**src/rtl/bp_cce_lce_req_responder.sv**
```systemverilog
// CCE-side responder that services one LCE instruction-miss request at a time:
// fetch the block from memory, send data and set-tag commands, then wait for the LCE ack.
//
// Message layouts (MSB first):
//   lce_req      : {src_id, msg_type(1), non_exclusive(1), addr, lru_way_id, lru_dirty(1)}
//   lce_resp     : {src_id, msg_type(2), addr}
//   lce_cmd      : {dst_id, src_id(cce), msg_type(4), addr, way_id, state(2)}
//   lce_data_cmd : {dst_id, msg_type(1), way_id, data}
module bp_cce_lce_req_responder #(
    parameter int unsigned num_cce_p             = 2,
    parameter int unsigned num_lce_p             = 4,
    parameter int unsigned lce_addr_width_p      = 32,
    parameter int unsigned ways_p                = 8,
    parameter int unsigned block_size_in_bytes_p = 64,
    localparam int unsigned cce_id_w   = (num_cce_p > 1) ? $clog2(num_cce_p) : 1,
    localparam int unsigned lce_id_w   = (num_lce_p > 1) ? $clog2(num_lce_p) : 1,
    localparam int unsigned way_w      = (ways_p > 1) ? $clog2(ways_p) : 1,
    localparam int unsigned data_w     = block_size_in_bytes_p * 8,
    localparam int unsigned req_w      = lce_id_w + 3 + lce_addr_width_p + way_w,
    localparam int unsigned resp_w     = lce_id_w + 2 + lce_addr_width_p,
    localparam int unsigned cmd_w      = lce_id_w + cce_id_w + 4 + lce_addr_width_p + way_w + 2,
    localparam int unsigned data_cmd_w = lce_id_w + 1 + way_w + data_w
) (
    input  logic                        clk_i,
    input  logic                        reset_i,
    input  logic [cce_id_w-1:0]         id_i,
    input  logic [req_w-1:0]            lce_req_i,
    input  logic                        lce_req_v_i,
    output logic                        lce_req_ready_o,
    input  logic [resp_w-1:0]           lce_resp_i,
    input  logic                        lce_resp_v_i,
    output logic                        lce_resp_yumi_o,
    output logic [cmd_w-1:0]            lce_cmd_o,
    output logic                        lce_cmd_v_o,
    input  logic                        lce_cmd_ready_i,
    output logic [data_cmd_w-1:0]       lce_data_cmd_o,
    output logic                        lce_data_cmd_v_o,
    input  logic                        lce_data_cmd_ready_i,
    output logic [lce_addr_width_p-1:0] mem_addr_o,
    output logic                        mem_v_o,
    input  logic                        mem_ready_i,
    input  logic [data_w-1:0]           mem_data_i,
    input  logic                        mem_data_v_i,
    output logic                        busy_o,
    output logic                        resp_err_o
);

    localparam logic [1:0] e_lce_cce_coh_ack  = 2'd2;
    localparam logic [1:0] e_lce_cce_tr_ack   = 2'd3;
    localparam logic [3:0] e_lce_cmd_set_tag  = 4'd4;
    localparam logic [1:0] e_mesi_exclusive   = 2'd2;
    localparam logic       e_lce_req_type_rd  = 1'b0;

    localparam logic [lce_addr_width_p-1:0] blk_mask =
        ~(lce_addr_width_p'(block_size_in_bytes_p - 1));

    typedef enum logic [2:0] {
        e_ready,
        e_mem_req,
        e_mem_wait,
        e_send_data,
        e_send_set_tag,
        e_wait_ack
    } state_e;

    state_e state_r, state_n;

    logic [lce_id_w-1:0]         src_r;
    logic [lce_addr_width_p-1:0] addr_r;
    logic [way_w-1:0]            way_r;
    logic [data_w-1:0]           block_r;

    logic [lce_id_w-1:0]         req_src;
    logic [lce_addr_width_p-1:0] req_addr;
    logic [way_w-1:0]            req_way;
    logic [1:0]                  resp_type;
    logic [lce_addr_width_p-1:0] resp_addr;
    logic                        ack_ok;

    assign req_src   = lce_req_i[req_w-1 -: lce_id_w];
    assign req_addr  = lce_req_i[way_w+1 +: lce_addr_width_p];
    assign req_way   = lce_req_i[1 +: way_w];
    assign resp_type = lce_resp_i[lce_addr_width_p +: 2];
    assign resp_addr = lce_resp_i[lce_addr_width_p-1:0];

    // Request type/exclusivity, dirty bit and responder id are not interpreted.
    logic unused;
    assign unused = ^{lce_req_i[req_w-lce_id_w-1 -: 2], lce_req_i[0],
                      lce_resp_i[resp_w-1 -: lce_id_w]};

    assign ack_ok = ((resp_type == e_lce_cce_coh_ack) || (resp_type == e_lce_cce_tr_ack))
                    && ((resp_addr & blk_mask) == (addr_r & blk_mask));

    always_ff @(posedge clk_i or posedge reset_i) begin
        if (reset_i) begin
            state_r <= e_ready;
        end else begin
            state_r <= state_n;
        end
    end

    // Transaction context and fetched block.
    always_ff @(posedge clk_i or posedge reset_i) begin
        if (reset_i) begin
            src_r   <= '0;
            addr_r  <= '0;
            way_r   <= '0;
            block_r <= '0;
        end else begin
            if (state_r == e_ready && lce_req_v_i) begin
                src_r  <= req_src;
                addr_r <= req_addr;
                way_r  <= req_way;
            end
            if (state_r == e_mem_wait && mem_data_v_i) begin
                block_r <= mem_data_i;
            end
        end
    end

    always_comb begin
        state_n          = state_r;
        lce_req_ready_o  = 1'b0;
        mem_v_o          = 1'b0;
        lce_data_cmd_v_o = 1'b0;
        lce_cmd_v_o      = 1'b0;
        lce_resp_yumi_o  = 1'b0;
        resp_err_o       = 1'b0;
        unique case (state_r)
            e_ready: begin
                lce_req_ready_o = 1'b1;
                if (lce_req_v_i) state_n = e_mem_req;
            end
            e_mem_req: begin
                mem_v_o = 1'b1;
                if (mem_ready_i) state_n = e_mem_wait;
            end
            e_mem_wait: begin
                if (mem_data_v_i) state_n = e_send_data;
            end
            e_send_data: begin
                lce_data_cmd_v_o = 1'b1;
                if (lce_data_cmd_ready_i) state_n = e_send_set_tag;
            end
            e_send_set_tag: begin
                lce_cmd_v_o = 1'b1;
                if (lce_cmd_ready_i) state_n = e_wait_ack;
            end
            e_wait_ack: begin
                // Every response is consumed; only a matching ack closes the transaction.
                lce_resp_yumi_o = lce_resp_v_i;
                if (lce_resp_v_i) begin
                    if (ack_ok) state_n = e_ready;
                    else        resp_err_o = 1'b1;
                end
            end
            default: state_n = e_ready;
        endcase
    end

    assign busy_o         = (state_r != e_ready);
    assign mem_addr_o     = addr_r & blk_mask;
    assign lce_cmd_o      = {src_r, id_i, e_lce_cmd_set_tag, addr_r, way_r, e_mesi_exclusive};
    assign lce_data_cmd_o = {src_r, e_lce_req_type_rd, way_r, block_r};

endmodule

```
**config.mk**
```make
export PLATFORM = sky130hd
export DESIGN_NAME = bp_cce_lce_req_responder
export DESIGN_NICKNAME = d
export VERILOG_FILES = /design/src/rtl/bp_cce_lce_req_responder.sv
export SDC_FILE = /design/constraint.sdc
export NUM_CORES = 1
export LEC_CHECK = 0
export BUFFER_PORTS_ARGS = -buffer_cell sky130_fd_sc_hd__buf_2
export CORE_AREA = 5 5 460 462
export DETAILED_ROUTE_END_ITERATION = 6
export DIE_AREA = 0 0 465 467
export GPL_TIMING_DRIVEN = 1
export PLACE_DENSITY = 0.39
export SYNTH_ARGS = -nofsm -noshare
export SYNTH_HDL_FRONTEND = slang
export SYNTH_SLANG_ARGS = --single-unit
export TNS_END_PERCENT = 20
```
**constraint.sdc**
```tcl
create_clock -name clk_i -period 33.8 [get_ports clk_i]
set_input_delay 3.38 -clock clk_i [delete_from_list [all_inputs] [get_ports clk_i]]
set_output_delay 3.38 -clock clk_i [all_outputs]
set_load 0.03 [all_outputs]
```
==> flow_summary.ini, run 1 <==
[setup_path]
reg2reg_slack_ns = 29.49
cp-end-kind = primary output
reg2reg_to = block_r[250]
start_kind = input port
cp_data_arrival_time_ns = 5.36
regToRegStartpoint = state_r[1]
critPathKind = in -> out
r2r_cells = 6
cp_max_fo = 3
required_ns = 30.42

[clock_network]
clk_pin_slew_worst_paths_ns = 0.05
cts_resized = 0
clock_path_buffers = 3
tritoncts = done
clock_latency_ns = 0.68
clock_sinks = 552
h-tree-depth = 3
ctsHoldBuffers = 0
cts_made_buffers = 76
postCtsSetupBuffers = 0
clock-root-buffer = clkbuf_16

[cells_and_area]
n_fill_cell = 23008
finalInstanceArea_sq_um = 34200
area_growth_pct = 45.6
fin_nets = 3040
regArea_sq_um = 13800
layout-drive-gt1-share_pct = 74.3
utilization_pct = 16.5
multi_input_area_sq_um = 8220

[yosys]
ys_seq_area_share_pct = 58.9
synth_edf_count = 0
ys_seq_elements = 552
syn_area_sq_um = 23500
muxShareOfSynthArea_pct = 32.9
yosysTopAreaCell = dfrtp_1
synthAdderAreaFrac_pct = 0
yosys.area_share.simple_pct = 0.789
synth.area.top_cells = dfrtp_1 59%, mux2_4 26%, mux2_2 6.8%
synth_xor_area_share_pct = 0.971
synth_cells = 1273
synth_ff_type = dfrtp_1
async_flop_share_pct = 100
ys_types = 32
post_synth.cell_area_avg_sq_um = 18.4
synth_compound_gate_area_share_pct = 0.171
synth_top_family_by_area = multiplexers
synth_top_area_share_pct = 58.9
yosysWarnings = 0

[die]
die_w_microns = 465
io_pins = 1198
die-area_sq_um = 217000
die_y_microns = 467
core-area_sq_um = 207000
rows = 167
start_util_pct = 11.4

[min_path]
hp-start = block_r[249]
worstHoldPathType = reg -> reg
min_to = block_r[249]
hold_depth = 1

[timing]
max_freq_ghz = 0.114
slew_headroom_pct = 25.0
worstMarginPinSlew_ns = 1.12
rsz0062_at_grt = no
worst_slack_ns = 25.06
tns_ns = 0
holdWs_ns = 0.479
finalCriticalPeriod_ns = 8.74
drv_slew = 0
min_period_over_period_pct = 25.8
setup_viol = 0
skew_ns = 0.0195
hold_viol_final = 0

[outcome]
status = complete, no violations

[global_routing]
grt_busiest_layer = met2
grt_overflow = 0
grt_usage_pct = 10.8
grt_util_met1_pct = 11.8
antenna_found_initial = 77
gr-usage-met2_pct = 17.8
grt_pass1_vias = 17080
grt_pass1_wl_microns = 159000
use_met3_pct = 5.86
grt_max_degree = 113

[power_and_ir_drop]
power_density_nw_per_um2 = 121
p_leak_nw = 16.3
ir_worst_vdd_mv = 0.0515

[route]
via_per_inst = 2.99
vias = 15598
drt-pass1-iter-count = 4
drc = 0
wirelength_microns = 122000
wl_per_cell_microns = 23.4
drt-initial-drc-count = 571
ant_nets = 0

[placed_design]
dpl_cell_area_sq_um = 31500
hpwl_microns = 101000
post-place-ws_ns = 25.00
place.gp.congestion = 0.879
portBuffers = 1170

[run]
cap_violations = 0
==> cell type report <==
| cell class | instances | area share, % |
|---|---|---|
| inverter | 4 | 0.0659 |
| clock buffer | 108 | 6.58 |
| tap | 2704 | 9.90 |
| antenna | 19 | 0.139 |
| multi-input combinational | 622 | 24.1 |
| sequential | 552 | 40.4 |
| clock inverter | 28 | 1.20 |
| timing repair buffer | 1187 | 17.6 |
==> worst max-delay path, stage by stage <==
cell and delay, ns:
buf_2 0.10, xnor2_1 0.32, nand4_1 0.14, or4_4 0.56, nor4_4 0.35, nor3_1 0.24
buf_2 0.25
==> metal layers <==
layer / vias up / wire length [microns]
met5: - / 305
met4: 48 / 3440
met3: 202 / 15900
met2: 897 / 57200
met1: 7657 / 45500
li1: 6794 / -
==> cell families (layout without fill, tap and decap cells) <==
logic type,Yosys count,count (layout)
flops,552,552
mux,550,550
buf+inv,110,1327
xor+xnor,26,26
simple gates,26,26
compound gates,7,7
other cells,2,32
==> synth_stat cells (2+ instances only) <==
library cell  count
nor2_1            4
nand2_1           4
buf_4            51
mux2_4          400
dfrtp_1         552
buf_12           53
xnor2_1          26
nand4_1           6
mux2_2          142
mux2_1            7
conb_1            2
a21oi_1           3
inv_1             4
==> worst max-delay path by stage <==
stage,from,endpoint,slack [ns],cells after the start
after floorplan,reset_i,addr_r[0],14.99,1
after global placement,lce_resp_i[30],resp_err_o,24.98,7
after detailed placement,lce_resp_i[30],resp_err_o,25.00,7
after CTS,lce_resp_i[30],resp_err_o,24.99,7
after global routing,lce_resp_i[30],resp_err_o,24.97,7
final,lce_resp_i[30],resp_err_o,25.06,7
==> report_power, final <==
group,switching (mW),internal (mW)
logic,1.29,0.744
clock network,0.340,0.526
registers,0.223,0.999
total,1.85,2.27
==> state kept, by name, summed over array words and instances (netlist names) <==
| register | count |
|---|---|
| src_r | 2 |
| block_r | 512 |
| state_r | 3 |
| way_r | 3 |
| addr_r | 32 |
==> layout by cell type (no fill, tap or decap), types with 2 or more instances in the layout <==
cell / n
buf_2: 1170
dfrtp_1: 552
mux2_4: 400
mux2_2: 142
clkbuf_16: 80
xnor2_1: 26
diode_2: 19
clkbuf_8: 14
clkbuf_1: 14
buf_4: 14
conb_1: 13
clkinv_2: 9
bufinv_16: 8
mux2_1: 7
nand4_1: 6
nor2_1: 4
nand2_1: 4
clkinv_4: 4
inv_1: 3
a21oi_1: 3
inv_6: 3
buf_12: 3
clkinvlp_4: 2
==> stage by stage <==
step | instances | total power [mW]
finish | 5224 | 4.12
global route | 5207 | 4.34
CTS | 5205 | 4.24
detailed placement | 5069 | 3.32
floorplan | 1284 | 2.58
global placement | 5069 | 3.32
(Power assumes the default switching activity.)
==> run 2: changes to the inputs <==
--- a/config.mk
+++ b/config.mk
@@ -6,11 +6,11 @@
 export NUM_CORES = 1
 export LEC_CHECK = 0
 export BUFFER_PORTS_ARGS = -buffer_cell sky130_fd_sc_hd__buf_2
-export CORE_AREA = 5 5 460 462
+export CORE_AREA = 5 5 466 468
 export DETAILED_ROUTE_END_ITERATION = 6
-export DIE_AREA = 0 0 465 467
+export DIE_AREA = 0 0 471 473
 export GPL_TIMING_DRIVEN = 1
-export PLACE_DENSITY = 0.39
+export PLACE_DENSITY = 0.38
 export SYNTH_ARGS = -nofsm -noshare
 export SYNTH_HDL_FRONTEND = slang
 export SYNTH_SLANG_ARGS = --single-unit
==> constraint.sdc (replaced) <==
create_clock -name clk_i -period 8.8 [get_ports clk_i]
set_input_delay 0.88 -clock clk_i [delete_from_list [all_inputs] [get_ports clk_i]]
set_output_delay 0.88 -clock clk_i [all_outputs]
set_load 0.03 [all_outputs]
==> run 2 against run 1 <==
Sequential power increased to 3.8 times the previous value. Cell count increased by 3.9%. Routed wire length increased by 20%. First-iteration DRC count increased by 0.53%. Hold slack got worse by 0.079 ns. Die area increased by 2.6%. Largest power group unchanged. Sequential cell count unchanged. Power increased to 3.9 times the previous value. Final area increased by 1.6%. Non-clock buffer count decreased by 1. Setup slack got worse by 20 ns. Clock skew increased by 0.0069 ns. Critical endpoint unchanged.
==> flow_summary.ini, run 2 (synthesized netlist as in run 1, its figures left out) <==
[outcome]
status = complete, no violations

[setup_path]
reg2reg_slack_ns = 5.81
cp_max_fo = 4
crit_slowest_cell = or4_4
cpPeakStageDelay_ns = 0.63
r2r_cells = 5
required_ns = 7.92
critPathKind = reg -> out
start_kind = flop
regToRegStartpoint = state_r[1]
reg2reg_to = block_r[346]
path_cells = xnor2_1 > nand4_1 > or4_4 > nor4_4 > nor3_1 > buf_2
cp_data_arrival_time_ns = 3.18
cp-end-kind = primary output

[timing]
min_period_over_period_pct = 46.2
hold_viol_final = 0
rsz0062_at_grt = no
worstMarginPinSlew_ns = 1.12
setup_viol = 0
slew_headroom_pct = 25.3
drv_slew = 0
skew_ns = 0.0264
worst_slack_ns = 4.74
finalCriticalPeriod_ns = 4.06
max_freq_ghz = 0.246
tns_ns = 0

[die]
core-area_sq_um = 213000
die-area_sq_um = 223000
die_y_microns = 473
rows = 170
io_pins = 1198
die_w_microns = 471
start_util_pct = 11.0

[global_routing]
grt_pass1_vias = 16796
grt_max_degree = 125
grt_pass1_wl_microns = 183000
grt_overflow = 0
grt_usage_pct = 12.6
antenna_found_initial = 263

[clock_network]
clock_path_buffers = 3
h-tree-depth = 3
clock-root-buffer = clkbuf_16
postCtsSetupBuffers = 0
clock_latency_ns = 0.69
clock_sinks = 552
clk_pin_slew_worst_paths_ns = 0.06
ctsHoldBuffers = 0
cts_made_buffers = 79
tritoncts = done
cts_resized = 0

[cells_and_area]
n_fill_cell = 23776
instances_no_fill = 5429
final_common_cell = buf_2
final_cell_mix = 1170 x buf_2, 552 x dfrtp_1, 400 x mux2_4, 142 x mux2_2, 81 x clkbuf_16
regMostFlops = block_r
utilization_pct = 16.3
largest_reg_flops = 512
area_growth_pct = 47.9
fin_nets = 3042
finalInstanceArea_sq_um = 34700
reg.largest.list = block_r (512), addr_r (32)
layout-drive-gt1-share_pct = 74.4

[placed_design]
place.gp.congestion = 0.844
hpwl_microns = 124000
portBuffers = 1170
dp.cells = 5202
post-place-ws_ns = 4.78
dpl_cell_area_sq_um = 31700

[route]
drc = 0
via_per_inst = 2.97
ant_nets = 0
drt-pass1-iter-count = 4
drt-initial-drc-count = 574
vias = 16119
wl_per_cell_microns = 27.1
wirelength_microns = 147000

[power_and_ir_drop]
comb_power_share_pct = 49.3
switchingPower_mw = 7.22
p_leak_nw = 16.3
internal_power_mw = 8.85
seqPwrFrac_pct = 28.7
switching_share_pct = 44.9
ir_worst_vdd_mv = 0.216
p_clk_share_pct = 21.9
power_density_nw_per_um2 = 463

[min_path]
worstHoldPathType = in -> async

[run]
cap_violations = 0
run 2: cell types whose count changed in the layout (fill, tap and decap cells not counted):
| cell | before | now |
|---|---|---|
| bufinv_16 | 8 | 10 |
| inv_16 | 1 | 2 |
| diode_2 | 19 | 85 |
| clkinv_8 | 0 | 2 |
| clkinv_4 | 4 | 2 |
| buf_4 | 14 | 8 |
| clkbuf_1 | 14 | 12 |
| clkinv_16 | 1 | 0 |
| clkbuf_16 | 80 | 81 |
| inv_6 | 3 | 4 |
| inv_8 | 1 | 0 |
| buf_12 | 3 | 8 |
| clkbuf_8 | 14 | 19 |
run 2: worst max path at each step:
| stage | start | endpoint | slack (ns) | depth (start not counted) |
|---|---|---|---|---|
| 6_report | addr_r[15] | resp_err_o | 4.74 | 6 |
| 5_1_grt | addr_r[15] | resp_err_o | 4.60 | 6 |
| 4_1_cts | addr_r[15] | resp_err_o | 4.50 | 6 |
| 3_5_place_dp | lce_resp_i[15] | resp_err_o | 4.78 | 7 |
| 3_3_place_gp | lce_resp_i[15] | resp_err_o | 4.78 | 7 |
| 2_1_floorplan | reset_i | addr_r[0] | 0.41 | 1 |
run 2: metal layers:
metal  wire (microns)  GRT usage, %  share of wire [%]
met2            66500          20.3                 45
met3            25300          10.4                 17
met1            48000          11.8                 33
met5             1000             0               0.68
met4             6190          4.96                4.2
run 2: area by class of cell:
class | count | area (sq um) | share of cell area [%]
Sequential cell | 552 | 13800 | 39.8
Tap cell | 2838 | 3550 | 10.2
Antenna cell | 85 | 213 | 0.613
Clock buffer | 112 | 2330 | 6.72
Inverter | 4 | 18.8 | 0.0541
Multi-Input combinational cell | 622 | 8220 | 23.7
Clock inverter | 30 | 478 | 1.38
Timing Repair Buffer | 1186 | 6080 | 17.5
run 2: metrics by stage:
stage          total power, mW  hold slack (ns)
2_1_floorplan             9.93            0.544
3_3_place_gp              12.8            0.468
3_5_place_dp              12.8            0.480
4_1_cts                   16.5            0.292
5_1_grt                   16.8            0.339
6_report                  16.1            0.399
run 2: power by group through the flow:
stage                     clock network (mW)  logic [mW]  registers [mW]
final                                   3.52        7.92            4.62
after global routing                    3.78        8.27            4.79
after CTS                               3.71        8.19            4.63
after detailed placement                   0        8.17            4.64
after global placement                     0        8.18            4.63
after floorplan                            0        2.80            7.12
run 2: critical path, delay by kind of cell, from the launching register on:
| kind | cells | cell delay, ns |
|---|---|---|
| AND/OR/NAND/NOR | 4 | 1.31 |
| XOR/XNOR | 1 | 0.50 |
| flip-flops | 1 | 0.41 |
| buffers and inverters | 1 | 0.25 |
